**src/rtl/alu_sched_pkg.sv**
```systemverilog
// Shared types and helpers for the ALU operation scheduler.
package alu_sched_pkg;

   localparam int OPC_W = 8;

   typedef enum logic [1:0] {
      ST_IDLE = 2'd0,
      ST_WAIT = 2'd1,
      ST_RESP = 2'd2
   } sched_state_e;

   typedef enum logic {
      LAT_CLASS_ALU = 1'b0,
      LAT_CLASS_MUL = 1'b1
   } lat_class_e;

   // Multiply class: group 00 with sub-op 010, or any other group with sub-op 011.
   // Written with masks so every opcode bit takes part in the expression.
   function automatic logic is_mul_opc(input logic [OPC_W-1:0] opc);
      logic grp0_mul;
      logic grpn_mul;
      grp0_mul = ((opc & 8'hC7) == 8'h02);
      grpn_mul = ((opc & 8'hC0) != 8'h00) && ((opc & 8'h07) == 8'h03);
      return grp0_mul || grpn_mul;
   endfunction

   function automatic lat_class_e opc_class(input logic [OPC_W-1:0] opc);
      return is_mul_opc(opc) ? LAT_CLASS_MUL : LAT_CLASS_ALU;
   endfunction

endpackage

```
**src/rtl/rr_arbiter.sv**
```systemverilog
// Round-robin arbiter: grants the first requester at or after ptr (wrapping)
// whose request is set and whose lock_mask bit allows it. Grant is one-hot.
module rr_arbiter #(
   parameter int NREQ  = 2,
   parameter int PTR_W = (NREQ > 1) ? $clog2(NREQ) : 1
) (
   input  logic [NREQ-1:0]  req,
   input  logic [PTR_W-1:0] ptr,
   input  logic [NREQ-1:0]  lock_mask,
   output logic [NREQ-1:0]  gnt
);

   logic found;

   // Walk the requesters in priority order starting at ptr; first eligible wins.
   always_comb begin
      gnt   = '0;
      found = 1'b0;
      for (int k = 0; k < NREQ; k++) begin
         for (int j = 0; j < NREQ; j++) begin
            if (!found && (j == (int'(ptr) + k) % NREQ) && req[j] && lock_mask[j]) begin
               gnt[j] = 1'b1;
               found  = 1'b1;
            end
         end
      end
   end

endmodule

```
**src/rtl/alu_op_scheduler.sv**
```systemverilog
// Shares one ALU between NREQ requesters. Round-robin arbitration with an
// optional per-requester lock for accumulator-style back-to-back sequences.
// Operands are registered onto the ALU, held for the opcode's latency class,
// and the captured result is returned tagged with the winner's index.
//
// state | meaning
// IDLE  | waiting for an enabled, eligible request; req_ready is combinational here
// WAIT  | ALU inputs held; counter runs down, result captured when it reaches 1
// RESP  | resp_valid/resp_id/resp_z presented for one cycle
module alu_op_scheduler
   import alu_sched_pkg::*;
#(
   parameter int NREQ    = 2,
   parameter int ALU_LAT = 1,
   parameter int MUL_LAT = 8
) (
   input  logic                  clock,
   input  logic                  reset,
   input  logic                  enable,
   input  logic [NREQ-1:0]       req_valid,
   input  logic [NREQ-1:0]       req_lock,
   input  logic [NREQ*OPC_W-1:0] req_opc,
   input  logic [NREQ*OPC_W-1:0] req_a,
   input  logic [NREQ*OPC_W-1:0] req_b,
   output logic [NREQ-1:0]       req_ready,
   output logic                  resp_valid,
   output logic [1:0]            resp_id,
   output logic [OPC_W-1:0]      resp_z,
   output logic [OPC_W-1:0]      alu_opc,
   output logic [OPC_W-1:0]      alu_a,
   output logic [OPC_W-1:0]      alu_b,
   input  logic [OPC_W-1:0]      alu_z,
   output logic                  busy
);

   localparam int MAX_LAT = (ALU_LAT > MUL_LAT) ? ALU_LAT : MUL_LAT;
   localparam int CNT_W   = $clog2(MAX_LAT + 1);
   localparam int PTR_W   = (NREQ > 1) ? $clog2(NREQ) : 1;

   localparam logic [CNT_W-1:0] ALU_CNT = CNT_W'(ALU_LAT);
   localparam logic [CNT_W-1:0] MUL_CNT = CNT_W'(MUL_LAT);
   localparam logic [CNT_W-1:0] CNT_ONE = CNT_W'(1);

   sched_state_e      state_q, state_d;
   logic [CNT_W-1:0]  cnt_q, cnt_d;
   logic [PTR_W-1:0]  ptr_q, ptr_d;
   logic              lock_act_q, lock_act_d;
   logic [1:0]        lock_id_q, lock_id_d;
   logic [1:0]        cur_id_q, cur_id_d;
   logic [OPC_W-1:0]  alu_opc_q, alu_opc_d;
   logic [OPC_W-1:0]  alu_a_q, alu_a_d;
   logic [OPC_W-1:0]  alu_b_q, alu_b_d;
   logic              resp_valid_q, resp_valid_d;
   logic [1:0]        resp_id_q, resp_id_d;
   logic [OPC_W-1:0]  resp_z_q, resp_z_d;
   logic              busy_q, busy_d;

   logic [NREQ-1:0]   lock_mask;
   logic [NREQ-1:0]   gnt;
   logic              accept;
   logic [1:0]        win_id;
   logic [PTR_W-1:0]  win_nxt;
   logic [OPC_W-1:0]  sel_opc;
   logic [OPC_W-1:0]  sel_a;
   logic [OPC_W-1:0]  sel_b;
   logic              sel_lock;

   // While a lock is held only the owner is eligible, even when it is idle.
   always_comb begin
      lock_mask = '1;
      if (lock_act_q) begin
         for (int i = 0; i < NREQ; i++) begin
            lock_mask[i] = (2'(i) == lock_id_q);
         end
      end
   end

   rr_arbiter #(
      .NREQ  (NREQ),
      .PTR_W (PTR_W)
   ) u_arb (
      .req       (req_valid),
      .ptr       (ptr_q),
      .lock_mask (lock_mask),
      .gnt       (gnt)
   );

   // Acceptance only from IDLE with enable; reset keeps the handshake quiet.
   assign req_ready = (state_q == ST_IDLE && enable && !reset) ? gnt : '0;
   assign accept    = |req_ready;

   // Mux the winning requester's fields and derive the next pointer.
   always_comb begin
      win_id   = '0;
      win_nxt  = '0;
      sel_opc  = '0;
      sel_a    = '0;
      sel_b    = '0;
      sel_lock = 1'b0;
      for (int i = 0; i < NREQ; i++) begin
         if (gnt[i]) begin
            win_id   = 2'(i);
            win_nxt  = PTR_W'((i + 1) % NREQ);
            sel_opc  = req_opc[i*OPC_W +: OPC_W];
            sel_a    = req_a[i*OPC_W +: OPC_W];
            sel_b    = req_b[i*OPC_W +: OPC_W];
            sel_lock = req_lock[i];
         end
      end
   end

   // Next-state and registered-output logic for the scheduler FSM.
   always_comb begin
      state_d      = state_q;
      cnt_d        = cnt_q;
      ptr_d        = ptr_q;
      lock_act_d   = lock_act_q;
      lock_id_d    = lock_id_q;
      cur_id_d     = cur_id_q;
      alu_opc_d    = alu_opc_q;
      alu_a_d      = alu_a_q;
      alu_b_d      = alu_b_q;
      resp_valid_d = 1'b0;
      resp_id_d    = resp_id_q;
      resp_z_d     = resp_z_q;

      unique case (state_q)
         ST_IDLE: begin
            if (accept) begin
               alu_opc_d  = sel_opc;
               alu_a_d    = sel_a;
               alu_b_d    = sel_b;
               cnt_d      = (opc_class(sel_opc) == LAT_CLASS_MUL) ? MUL_CNT : ALU_CNT;
               cur_id_d   = win_id;
               ptr_d      = win_nxt;
               lock_act_d = sel_lock;
               lock_id_d  = win_id;
               state_d    = ST_WAIT;
            end
         end
         ST_WAIT: begin
            if (cnt_q == CNT_ONE) begin
               resp_z_d     = alu_z;
               resp_id_d    = cur_id_q;
               resp_valid_d = 1'b1;
               state_d      = ST_RESP;
            end else begin
               cnt_d = cnt_q - CNT_ONE;
            end
         end
         ST_RESP: begin
            state_d = ST_IDLE;
         end
         default: begin
            state_d = ST_IDLE;
         end
      endcase

      busy_d = (state_d != ST_IDLE);
   end

   // State and output registers; reset aborts any in-flight transaction.
   always_ff @(posedge clock or posedge reset) begin
      if (reset) begin
         state_q      <= ST_IDLE;
         cnt_q        <= '0;
         ptr_q        <= '0;
         lock_act_q   <= 1'b0;
         lock_id_q    <= '0;
         cur_id_q     <= '0;
         alu_opc_q    <= '0;
         alu_a_q      <= '0;
         alu_b_q      <= '0;
         resp_valid_q <= 1'b0;
         resp_id_q    <= '0;
         resp_z_q     <= '0;
         busy_q       <= 1'b0;
      end else begin
         state_q      <= state_d;
         cnt_q        <= cnt_d;
         ptr_q        <= ptr_d;
         lock_act_q   <= lock_act_d;
         lock_id_q    <= lock_id_d;
         cur_id_q     <= cur_id_d;
         alu_opc_q    <= alu_opc_d;
         alu_a_q      <= alu_a_d;
         alu_b_q      <= alu_b_d;
         resp_valid_q <= resp_valid_d;
         resp_id_q    <= resp_id_d;
         resp_z_q     <= resp_z_d;
         busy_q       <= busy_d;
      end
   end

   assign alu_opc    = alu_opc_q;
   assign alu_a      = alu_a_q;
   assign alu_b      = alu_b_q;
   assign resp_valid = resp_valid_q;
   assign resp_id    = resp_id_q;
   assign resp_z     = resp_z_q;
   assign busy       = busy_q;

endmodule

```
**config.mk**
```make
export PLATFORM = sky130hd
export DESIGN_NAME = alu_op_scheduler
export DESIGN_NICKNAME = d
export VERILOG_FILES = /design/src/rtl/alu_sched_pkg.sv /design/src/rtl/rr_arbiter.sv /design/src/rtl/alu_op_scheduler.sv
export SDC_FILE = /design/constraint.sdc
export NUM_CORES = 1
export LEC_CHECK = 0
export BUFFER_PORTS_ARGS = -buffer_cell sky130_fd_sc_hd__buf_2
export CORE_ASPECT_RATIO = 1.4
export CORE_MARGIN = 4
export CORE_UTILIZATION = 49
export CTS_CLUSTER_DIAMETER = 80
export DETAILED_ROUTE_END_ITERATION = 7
export PLACE_DENSITY = 0.87
export SYNTH_ARGS = -nofsm -noshare
export SYNTH_HDL_FRONTEND = slang
export SYNTH_SLANG_ARGS = --single-unit
```
**constraint.sdc**
```tcl
create_clock -name clock -period 3 [get_ports clock]
set_input_delay 0.3 -clock clock [delete_from_list [all_inputs] [get_ports clock]]
set_output_delay 0.3 -clock clock [all_outputs]
set_load 0.01 [all_outputs]
```
==> results.md <==
- Fin. Hold Viols: 0
- Tcrit/Tclk final: between 80% and 90%
- Synth warnings: 0
- P&R area growth vs syn: 31.1%
- Chip Width: 62.1 um
- Worst slew margin: between 30% and 40%
- Die Area: 5200 um2
- Worst vdd ir: around 0.7 mV
- CTS tree: yes
- Yosys cell types: 34
- Leak pwr: 0.00146 uW
- Status: finished clean
- Worst-path clk slew: approximately 0.080 ns
- IO Pins: 101
- Initial antenna violation count: 0
- Final #Nets: approximately 380
- Total clock sinks: 44
- Met1 wire length: 1790 um
- Crit. End Element: output pin
- Worst-path fanout max: 14
- Dpl ws: 0.536 ns
- Fin crit period: approximately 2.7 ns
- Placer Congestion: 0.867
- Most numerous cell in the Yosys netlist: nand2_1
- Area share of the largest cell type after synthesis: 54.9%
- Core Box Area: 3950 um2
- Crit path capture: req_ready[0]
- Slew @ Worst Pin: 0.952 ns
- Ant diodes: 0
- Setup WS post-layout: 0.346 ns
- Antenna-violating nets left: 0
- Post-cts resize count: 0
- Reg2reg end: alu_opc[0]$_DFFE_PP0P_
- Largest net degree at the start of global routing: 45
- Vias in the first global route: 1866
- Setup Skew: between 0.008 and 0.009 ns
- HPWL after DPL: 3830 um
- CP max-delay cell: or4b_1
- Biggest area consumer among synthesized cells: dfrtp_1
- H-Tree Depth: 2
- Routed WL per cell: 13.7 um
- Cell Chain, Critical Path: or4b_1 -> or3_4 -> clkinv_2 -> buf_4 -> buf_2
- Tot Pwr: 2410 uW
- # setup viols final: 0
- First drt pass iteration count: 4
- Met2 WL: 2610 um
- Post-synth top flop: dfrtp_1
- Max clock buf depth: 2
- Max-cap violation count: 0
- Post-synth EDFFs: 0
- Met3 wire length: 404 um
- # hold bufs at CTS: 0
- Pwr dens: 917 nW/um2
- Fin Setup TNS: 0 ns
- Clk Tree Root Cell: clkbuf_8
- First-pass GRT wire length: 7760 um
- RR Startpoint: state_q[0]$_DFF_PP0_
- Num CTS Buffers: 5
- Sequential-to-total area share from yosys stat: 54.9%
- Die Y: 83.7 um
- Initial drt markers: 81
- GRT Util Overall: 19.4%
- Worst Hold Slack: around 0.20 ns
- Total gr overflow: 0
- Flop2flop setup slack: around 0.54 ns
- Drt total wl: 4860 um
- Initial Utilization: 50.7%
- Critical path data required time: 2.70 ns
- Main area contributors after synthesis: dfrtp_1 55%, nand2_1 14%, a22oi_1 9.4%, o21ai_0 3.5%, buf_2 1.7%
- Placed cells: between 300 and 400
- Post-synth top cells: 73 x nand2_1, 44 x dfrtp_1, 25 x a22oi_1, 14 x o21ai_0
- Vias: 1901
- Layout cells sized above 1: between 30% and 40%
- Row count: 27
- Startpoint Class: register
- Crit Path Category: reg2out
- Clk Latency, worst-skew pair: just under 0.3 ns
- Max Used Layer: met4
- Vias/cell: 5.35
- Setup bufs post-CTS: 0
- Max stage delay on crit path: ~0.7 ns
- CP arrival: 2.35 ns
- Post-Syn Area per Cell: 9.42 um2
- Cells after Synth: 213
- Fmax: 377 MHz
- FFs w/ async S/R, synth: 100%
- Worst R2R Path Depth: 5
- Mapped Nets: about 280
- Critical Path Source: state_q[0]$_DFF_PP0_
- HP Class: in2async
- FF+latch count, synth: 44
- Number of port buffers: 99
- Residual DRC count: 0
- Layout Cells excl Fill: approximately 360
- Fin. max-slew vios: 0
- RSZ-0062 raised after global routing: false
- Cell Area, Synth: 2010 um2
-- state kept, by name, summed over array words and instances, names as in the netlist --
name and cells:
alu_a 8, alu_b 8, alu_opc 8, resp_z 8
cnt_q 4, state_q 2, busy 1, cur_id_q 1
lock_act_q 1, ptr_q 1, resp_id 1, resp_valid 1
-- cell type report --
cell class              count  area (um2)
clock buffers               6        72.6
clock inverters             2        35.0
multi-input cells         150         821
fillers                   323        1320
well taps                  43        53.8
inverters                   9        36.3
flip-flops and latches     44        1100
repair buffers            101         510
-- report_power, final --
group | internal [uW] | switching [uW]
Sequential | 860 | 148
Combinational | 400 | 573
Clock | 247 | 184
Total | 1510 | 905
-- metrics by stage --
stage	utilization, %	instance area (um2)
global placement	63.8	2520
floorplan	-	2010
CTS	66.5	2630
detailed placement	63.8	2520
finish	66.5	2630
global route	66.5	2630
-- cells in the final DEF, fill, tap and decap left out, types with 2 or more instances in the layout --
master,instances
a221o_1,2
a22oi_1,25
buf_2,99
buf_4,2
clkbuf_8,5
clkinv_2,3
dfrtp_1,44
ha_1,2
inv_1,5
nand2_1,73
nor2_1,3
nor2b_1,2
nor3_1,7
nor3b_1,2
nor4b_1,2
o21ai_0,14
-- cells by family (layout without fill, tap and decap cells) --
family	count (synthesis)	in the layout	share of synthesized area [%]
buffers and inverters	19	118	4.30
adder cells (fa/ha/maj)	2	2	1.25
AND/OR/NAND/NOR	98	98	22.4
other	1	1	0.187
XOR/XNOR	1	1	0.437
flip-flops	44	44	54.9
AO/OA/AOI/OAI	48	48	16.5
-- routing by layer --
metal  up-vias  GRT usage (%)
met2        89           35.5
met5         -              0
met4         0           4.63
met3         6           4.95
li1        919              -
met1       887           20.8
-- worst max-delay path: cells and delay by family (launching register included) --
kind	cells	cell delay, ns
AND/OR/NAND/NOR	2	1.16
flip-flops	1	0.39
buffers and inverters	3	0.51
-- worst min-delay path by stage --
stage / to / slack [ns] / cells after the start
2_1_floorplan: resp_z[0]$_DFFE_PP0P_ / 0.41 / 2
3_3_place_gp: alu_b[0]$_DFFE_PP0P_ / 0.45 / 2
3_5_place_dp: resp_z[2]$_DFFE_PP0P_ / 0.46 / 2
4_1_cts: resp_z[1]$_DFFE_PP0P_ / 0.19 / 3
5_1_grt: resp_z[7]$_DFFE_PP0P_ / 0.19 / 3
6_report: alu_opc[7]$_DFFE_PP0P_ / 0.20 / 2
Power figures use the tool's default switching activity.
